--- config.mk ---
export PLATFORM = sky130hd
export DESIGN_NAME = snow64_memory_access_queue_flat
export DESIGN_NICKNAME = d
export VERILOG_FILES = /design/src/rtl/snow64_memory_access_queue_if.sv /design/src/rtl/snow64_memory_access_queue.sv /design/src/flat_wrapper.sv
export SDC_FILE = /design/constraint.sdc
export NUM_CORES = 2
export LEC_CHECK = 0
export ABC_CLOCK_PERIOD_IN_PS = 20000
export BUFFER_PORTS_ARGS = -buffer_cell sky130_fd_sc_hd__buf_2
export CAP_MARGIN = 20
export CORE_MARGIN = 5
export CORE_UTILIZATION = 35
export DETAILED_ROUTE_END_ITERATION = 16
export GPL_TIMING_DRIVEN = 0
export SLEW_MARGIN = 20
export SYNTH_ARGS = -nofsm -noshare
export SYNTH_HDL_FRONTEND = slang
export SYNTH_SLANG_ARGS = --single-unit
--- constraint.sdc ---
create_clock -name clk -period 20 [get_ports clk]
set_input_delay 1 -clock clk [delete_from_list [all_inputs] [get_ports clk]]
set_output_delay 1 -clock clk [all_outputs]
set_load 0.1 [all_outputs]
--- src/rtl/snow64_memory_access_queue_if.sv ---
// Bundle of every non-clock signal of snow64_memory_access_queue.
//   Requester side : in_req_* (command in), out_req_ready, out_rsp_* (completion out),
//                    out_busy, out_count.
//   Bus guard side : out_mem_* (issued command), in_mem_cmd_accepted, in_mem_valid,
//                    in_mem_data.
// Modports: slave = the queue itself, master = whatever surrounds it.
interface snow64_memory_access_queue_if #(
    parameter int unsigned ADDR_WIDTH = 64,
    parameter int unsigned DATA_WIDTH = 256,
    parameter int unsigned DEPTH      = 4
);
    localparam int unsigned CW = $clog2(DEPTH) + 1;

    logic                  in_req_valid;
    logic                  in_req_is_write;
    logic [ADDR_WIDTH-1:0] in_req_addr;
    logic [DATA_WIDTH-1:0] in_req_data;
    logic                  out_req_ready;

    logic                  out_rsp_valid;
    logic                  out_rsp_is_write;
    logic [DATA_WIDTH-1:0] out_rsp_data;
    logic                  out_busy;
    logic [CW-1:0]         out_count;

    logic                  out_mem_req;
    logic                  out_mem_is_write;
    logic [ADDR_WIDTH-1:0] out_mem_addr;
    logic [DATA_WIDTH-1:0] out_mem_data;
    logic                  in_mem_cmd_accepted;
    logic                  in_mem_valid;
    logic [DATA_WIDTH-1:0] in_mem_data;

    modport slave (
        input  in_req_valid, in_req_is_write, in_req_addr, in_req_data,
        input  in_mem_cmd_accepted, in_mem_valid, in_mem_data,
        output out_req_ready, out_rsp_valid, out_rsp_is_write, out_rsp_data,
        output out_busy, out_count,
        output out_mem_req, out_mem_is_write, out_mem_addr, out_mem_data
    );

    modport master (
        output in_req_valid, in_req_is_write, in_req_addr, in_req_data,
        output in_mem_cmd_accepted, in_mem_valid, in_mem_data,
        input  out_req_ready, out_rsp_valid, out_rsp_is_write, out_rsp_data,
        input  out_busy, out_count,
        input  out_mem_req, out_mem_is_write, out_mem_addr, out_mem_data
    );
endinterface

--- src/rtl/snow64_memory_access_queue.sv ---
// Mixed read/write memory access queue. Buffers up to DEPTH commands in a circular
// queue and issues them one at a time, in order, to the memory bus guard; produces one
// completion pulse per command.
// Ports:
//   clk   : clock, rising edge
//   rst_n : asynchronous active-low reset
//   bus   : snow64_memory_access_queue_if.slave (requester and bus guard signals)
// The DEPTH/width parameters must match those of the connected interface.
module snow64_memory_access_queue #(
    parameter int unsigned ADDR_WIDTH = 64,
    parameter int unsigned DATA_WIDTH = 256,
    parameter int unsigned DEPTH      = 4
) (
    input logic                          clk,
    input logic                          rst_n,
    snow64_memory_access_queue_if.slave  bus
);
    localparam int unsigned PW = $clog2(DEPTH);
    localparam int unsigned CW = $clog2(DEPTH) + 1;

    typedef enum logic [1:0] {StIdle, StIssue, StWait} state_e;

    // Queue storage; contents are qualified by count, so no reset is needed.
    logic                  fifo_is_write [DEPTH];
    logic [ADDR_WIDTH-1:0] fifo_addr     [DEPTH];
    logic [DATA_WIDTH-1:0] fifo_data     [DEPTH];

    logic [PW-1:0] wr_ptr_q, rd_ptr_q;
    logic [CW-1:0] count_q, count_d;
    state_e        state_q, state_d;

    logic ready, push, pop, complete;

    logic                  mem_req_q, mem_req_d;
    logic                  mem_is_write_q, mem_is_write_d;
    logic [ADDR_WIDTH-1:0] mem_addr_q, mem_addr_d;
    logic [DATA_WIDTH-1:0] mem_data_q, mem_data_d;
    logic                  rsp_valid_q, rsp_valid_d;
    logic                  rsp_is_write_q, rsp_is_write_d;
    logic [DATA_WIDTH-1:0] rsp_data_q, rsp_data_d;

    // Readiness comes from registered count only; a pop in the same cycle does not
    // make room for a push into a full queue.
    assign ready = (count_q != CW'(DEPTH));
    assign push  = bus.in_req_valid && ready;

    always_ff @(posedge clk) begin
        if (push) begin
            fifo_is_write[wr_ptr_q] <= bus.in_req_is_write;
            fifo_addr[wr_ptr_q]     <= bus.in_req_addr;
            fifo_data[wr_ptr_q]     <= bus.in_req_data;
        end
    end

    always_comb begin
        count_d = count_q;
        if (push && !pop) begin
            count_d = count_q + CW'(1);
        end else if (pop && !push) begin
            count_d = count_q - CW'(1);
        end
    end

    always_ff @(posedge clk or negedge rst_n) begin
        if (!rst_n) begin
            wr_ptr_q <= '0;
            rd_ptr_q <= '0;
            count_q  <= '0;
        end else begin
            if (push) wr_ptr_q <= wr_ptr_q + PW'(1);
            if (pop)  rd_ptr_q <= rd_ptr_q + PW'(1);
            count_q <= count_d;
        end
    end

    // Engine: state register.
    always_ff @(posedge clk or negedge rst_n) begin
        if (!rst_n) begin
            state_q <= StIdle;
        end else begin
            state_q <= state_d;
        end
    end

    // Engine: next state.
    always_comb begin
        state_d = state_q;
        unique case (state_q)
            StIdle: begin
                if (count_q != '0) state_d = StIssue;
            end
            StIssue: begin
                if (bus.in_mem_cmd_accepted) begin
                    state_d = bus.in_mem_valid ? StIdle : StWait;
                end
            end
            StWait: begin
                if (bus.in_mem_valid) state_d = StIdle;
            end
            default: state_d = StIdle;
        endcase
    end

    // Engine: pop/complete decode and next values of the registered outputs.
    always_comb begin
        pop            = 1'b0;
        complete       = 1'b0;
        mem_req_d      = mem_req_q;
        mem_is_write_d = mem_is_write_q;
        mem_addr_d     = mem_addr_q;
        mem_data_d     = mem_data_q;
        unique case (state_q)
            StIdle: begin
                pop       = (count_q != '0);
                mem_req_d = pop;
                if (pop) begin
                    mem_is_write_d = fifo_is_write[rd_ptr_q];
                    mem_addr_d     = fifo_addr[rd_ptr_q];
                    mem_data_d     = fifo_data[rd_ptr_q];
                end
            end
            StIssue: begin
                // Valid before the accept is not a completion.
                if (bus.in_mem_cmd_accepted) begin
                    mem_req_d = 1'b0;
                    complete  = bus.in_mem_valid;
                end
            end
            StWait: begin
                complete = bus.in_mem_valid;
            end
            default: ;
        endcase

        rsp_valid_d    = complete;
        rsp_is_write_d = complete ? mem_is_write_q : rsp_is_write_q;
        // Write completions leave the last read data in place.
        rsp_data_d     = (complete && !mem_is_write_q) ? bus.in_mem_data : rsp_data_q;
    end

    always_ff @(posedge clk or negedge rst_n) begin
        if (!rst_n) begin
            mem_req_q      <= 1'b0;
            mem_is_write_q <= 1'b0;
            mem_addr_q     <= '0;
            mem_data_q     <= '0;
            rsp_valid_q    <= 1'b0;
            rsp_is_write_q <= 1'b0;
            rsp_data_q     <= '0;
        end else begin
            mem_req_q      <= mem_req_d;
            mem_is_write_q <= mem_is_write_d;
            mem_addr_q     <= mem_addr_d;
            mem_data_q     <= mem_data_d;
            rsp_valid_q    <= rsp_valid_d;
            rsp_is_write_q <= rsp_is_write_d;
            rsp_data_q     <= rsp_data_d;
        end
    end

    assign bus.out_req_ready    = ready;
    assign bus.out_count        = count_q;
    assign bus.out_busy         = (count_q != '0) || (state_q != StIdle);
    assign bus.out_mem_req      = mem_req_q;
    assign bus.out_mem_is_write = mem_is_write_q;
    assign bus.out_mem_addr     = mem_addr_q;
    assign bus.out_mem_data     = mem_data_q;
    assign bus.out_rsp_valid    = rsp_valid_q;
    assign bus.out_rsp_is_write = rsp_is_write_q;
    assign bus.out_rsp_data     = rsp_data_q;
endmodule

--- src/flat_wrapper.sv ---
// flat-port wrapper written by rule: the top's interface ports become plain ports
module snow64_memory_access_queue_flat 
#(
    parameter int unsigned ADDR_WIDTH = 64,
    parameter int unsigned DATA_WIDTH = 256,
    parameter int unsigned DEPTH      = 4
)
  (clk, rst_n, bus_in_req_valid, bus_in_req_is_write, bus_in_req_addr, bus_in_req_data, bus_in_mem_cmd_accepted, bus_in_mem_valid, bus_in_mem_data, bus_out_req_ready, bus_out_rsp_valid, bus_out_rsp_is_write, bus_out_rsp_data, bus_out_busy, bus_out_count, bus_out_mem_req, bus_out_mem_is_write, bus_out_mem_addr, bus_out_mem_data);
  snow64_memory_access_queue_if #(.ADDR_WIDTH(ADDR_WIDTH), .DATA_WIDTH(DATA_WIDTH), .DEPTH(DEPTH)) bus_i ();
  input logic clk;
  input logic rst_n;
  input wire logic [$bits(bus_i.in_req_valid)-1:0] bus_in_req_valid;
  input wire logic [$bits(bus_i.in_req_is_write)-1:0] bus_in_req_is_write;
  input wire logic [$bits(bus_i.in_req_addr)-1:0] bus_in_req_addr;
  input wire logic [$bits(bus_i.in_req_data)-1:0] bus_in_req_data;
  input wire logic [$bits(bus_i.in_mem_cmd_accepted)-1:0] bus_in_mem_cmd_accepted;
  input wire logic [$bits(bus_i.in_mem_valid)-1:0] bus_in_mem_valid;
  input wire logic [$bits(bus_i.in_mem_data)-1:0] bus_in_mem_data;
  output wire logic [$bits(bus_i.out_req_ready)-1:0] bus_out_req_ready;
  output wire logic [$bits(bus_i.out_rsp_valid)-1:0] bus_out_rsp_valid;
  output wire logic [$bits(bus_i.out_rsp_is_write)-1:0] bus_out_rsp_is_write;
  output wire logic [$bits(bus_i.out_rsp_data)-1:0] bus_out_rsp_data;
  output wire logic [$bits(bus_i.out_busy)-1:0] bus_out_busy;
  output wire logic [$bits(bus_i.out_count)-1:0] bus_out_count;
  output wire logic [$bits(bus_i.out_mem_req)-1:0] bus_out_mem_req;
  output wire logic [$bits(bus_i.out_mem_is_write)-1:0] bus_out_mem_is_write;
  output wire logic [$bits(bus_i.out_mem_addr)-1:0] bus_out_mem_addr;
  output wire logic [$bits(bus_i.out_mem_data)-1:0] bus_out_mem_data;
  assign bus_i.in_req_valid = bus_in_req_valid;
  assign bus_i.in_req_is_write = bus_in_req_is_write;
  assign bus_i.in_req_addr = bus_in_req_addr;
  assign bus_i.in_req_data = bus_in_req_data;
  assign bus_i.in_mem_cmd_accepted = bus_in_mem_cmd_accepted;
  assign bus_i.in_mem_valid = bus_in_mem_valid;
  assign bus_i.in_mem_data = bus_in_mem_data;
  assign bus_out_req_ready = bus_i.out_req_ready;
  assign bus_out_rsp_valid = bus_i.out_rsp_valid;
  assign bus_out_rsp_is_write = bus_i.out_rsp_is_write;
  assign bus_out_rsp_data = bus_i.out_rsp_data;
  assign bus_out_busy = bus_i.out_busy;
  assign bus_out_count = bus_i.out_count;
  assign bus_out_mem_req = bus_i.out_mem_req;
  assign bus_out_mem_is_write = bus_i.out_mem_is_write;
  assign bus_out_mem_addr = bus_i.out_mem_addr;
  assign bus_out_mem_data = bus_i.out_mem_data;
  snow64_memory_access_queue #(.ADDR_WIDTH(ADDR_WIDTH), .DATA_WIDTH(DATA_WIDTH), .DEPTH(DEPTH)) u_core (.clk(clk), .rst_n(rst_n), .bus(bus_i));
endmodule
==> impl_metrics.py <==
metrics = {
    "detailed_routing": {
        "drtIter0Drc": 2399,
        "wl_per_cell_um": 26.7,
        "avgViaCountPerCell": 4.82,
        "vias": 38000,
        "drc": 0,
        "firstDrtPassIters": 6,
        "routed_wl_um": 210000,
        "ant_nets": 0,
    },
    "logic_synthesis": {
        "synth_cell_types": 29,
        "postSynthCellCount": 3637,
        "syn_avg_cell_area_um2": 18.9,
        "synth_top_family_by_area": "multiplexers",
        "synth_top_area_share_pct": 56.2,
        "mappedNetlistArea_um2": 68600,
        "muxShareOfSynthArea_pct": 14.8,
        "synth_area_leaders": "edfxtp_1 (56%), dfrtp_1 (21%), mux4_2 (11%)",
        "yosysSeqAreaShare_pct": 77.6,
        "synthSimpleGateAreaFrac_pct": 5.41,
        "synth_fp_nets": 4229,
        "synth_compound_area_share_pct": 0.0747,
        "yosysWarningCount": 0,
        "synth_top_area_cell": "edfxtp_1",
        "synth_fa_ha_area_share_pct": 0.193,
        "ys_ff_latch": 1873,
        "synthXorXnorAreaFrac_pct": 0.0766,
    },
    "global_routing": {
        "grt.overflow.total": 0,
        "antenna_found_initial": 116,
        "grt_max_degree": 99,
        "grt_pass1_vias": 39400,
        "grt_use_total_pct": 20.1,
        "grt_pass1_wl_um": 294000,
    },
    "floorplan": {
        "die_area_um2": 205000,
        "core_um2": 195000,
        "row_count": 162,
        "start_util_pct": 35.2,
        "die_w_um": 453,
        "ioPinCount": 1167,
        "die_h_um": 453,
    },
    "worst_setup_path": {
        "critPathRequiredTime_ns": 19.00,
        "critical_path_arrival_ns": 2.58,
        "timing.rr.end": "u_core.fifo_addr[2][7]$_DFFE_PP_",
        "r2r_start": "u_core.bus.out_count[0]$_DFFE_PN0P_",
        "cp-start-kind": "flop",
        "crit_type": "reg -> out",
        "r2r_setup_slack_ns": 16.65,
        "path_max_fanout": 4,
        "r2r_cells": 6,
        "end_kind": "output port",
    },
    "final_layout": {
        "fin_area_um2": 85600,
        "drive_gt1_share_pct": 42.9,
        "layout_commonest_cell": "edfxtp_1",
        "nets": 5635,
        "nFillCells": 17300,
        "final_cells": 7878,
        "area_growth_pct": 24.7,
        "final_cell_mix": "edfxtp_1 (1,284), buf_2 (1,214), nand2_1 (967)",
    },
    "clocking": {
        "cts.sinks": 1873,
        "cts_tree": "done",
        "cts_root_buffer": "clkbuf_16",
        "worstSkewPairLatency_ns": 0.83,
        "post_cts_resized": 0,
        "cts_buffers": 195,
        "hold_buffers": 0,
        "cts.clk_slew.worst_paths_ns": 0.06,
        "cts.htree.levels": 4,
        "postCtsSetupBuffers": 0,
        "ctsLongestPathBuffers": 3,
    },
    "placed_design": {
        "io_buffer_count": 1166,
        "dp_hpwl_um": 155000,
        "placed_area_um2": 78900,
        "place_congestion": 0.885,
        "place_inst": 7470,
    },
    "sta": {
        "finalHoldViolations": 0,
        "relSlewSlack_pct": 38.2,
        "period_minus_slack_ns": 3.58,
        "worst_pin_slew_ns": 0.925,
        "final_max_slew_viol_count": 0,
        "finalCritPeriodShare_pct": 17.9,
        "fin_setup_tns_ns": 0,
        "fin_skew_ns": 0.0422,
        "setup_viol": 0,
        "fmax_mhz": 280,
        "rsz0062_at_grt": "false",
    },
    "flow_run": {
        "cap_violations": 0,
    },
    "min_path": {
        "min_path_type": "in -> async",
    },
    "status": {
        "status": "finished clean",
    },
}
-- cell families (layout without fill, tap and decap cells) --
family | count (synthesis) | after routing
fa+ha+maj | 10 | 10
xor+xnor | 6 | 6
other cells | 0 | 41
mux | 581 | 581
flops | 1873 | 1873
buf+inv | 178 | 1754
simple gates | 981 | 981
compound gates | 8 | 8
-- area by class of cell --
cell class                      instances  area [um^2]  area share (%)
Antenna cell                           41          103           0.120
Buffer                                171         1210            1.42
Clock buffer                          275         5530            6.46
Clock inverter                         92         1060            1.24
Inverter                                7         26.3          0.0307
Multi-Input combinational cell       1586        14100            16.5
Sequential cell                      1873        53300            62.3
Tap cell                             2624         3280            3.84
Timing Repair Buffer                 1209         6920            8.09
-- cell usage after synthesis, drive strengths merged --
cell type and count:
a211oi 1, a21boi 1, a21oi 2, and2 4, buf 149, clkbuf 22
dfrtp 589, edfxtp 1284, fa 1, ha 9, inv 7, mux2 260
mux4 321, nand2 967, nand4 1, nor2 4, nor2b 2, nor3 2
o211ai 1, o21ai 2, o31a 1, or4b 1, xnor2 4, xor2 2
-- state kept, by name (all words and copies together) (netlist names) --
register,flops
u_core.bus.out_mem_is_write,1
u_core.bus.out_count,3
u_core.bus.out_rsp_is_write,1
u_core.rd_ptr_q,2
u_core.fifo_addr,256
u_core.bus.out_mem_data,256
u_core.bus.out_rsp_data,256
u_core.bus.out_mem_req,1
u_core.bus.out_mem_addr,64
u_core.state_q,2
u_core.fifo_data,1024
u_core.fifo_is_write,4
u_core.wr_ptr_q,2
u_core.bus.out_rsp_valid,1
-- through the flow --
step	setup WS [ns]	hold slack, ns	util (%)
3_3_place_gp	3.02	0.452	39.9
3_5_place_dp	16.18	0.457	40.4
6_report	16.42	0.0987	43.9
5_1_grt	16.32	0.0725	43.9
4_1_cts	16.36	0.0405	43.8
2_1_floorplan	10.43	0.510	-
-- how the worst max path moves through the flow --
stage	startpoint	end	slack [ns]	depth (start not counted)
final	u_core.state_q[1]$_DFFE_PN0P_	bus_out_busy	16.42	4
after global routing	u_core.state_q[1]$_DFFE_PN0P_	bus_out_busy	16.32	4
after CTS	u_core.state_q[0]$_DFFE_PN0P_	bus_out_busy	16.36	4
after detailed placement	bus_in_req_valid	u_core.fifo_addr[2][7]$_DFFE_PP_	16.18	6
after global placement	bus_in_req_valid	u_core.fifo_addr[3][7]$_DFFE_PP_	3.02	3
after floorplan	u_core.bus.out_count[1]$_DFFE_PN0P_	u_core.fifo_addr[0][0]$_DFFE_PP_	10.43	3
-- critical path: stages, from the launching register on --
cell and delay (ns):
dfrtp_1 0.40, inv_1 0.13, ha_1 0.24, or4b_2 0.65, buf_2 0.34
-- layer usage --
metal	up-vias	track usage, %	routed length (um)
li1	16500	-	-
met2	1387	35.2	109000
met4	68	13.4	16100
met1	19500	20.9	69600
met3	539	5.82	15300
met5	-	0	408
Power is not shown: default switching activity piles up to over one toggle a cycle in this logic, so the estimate is an artifact.
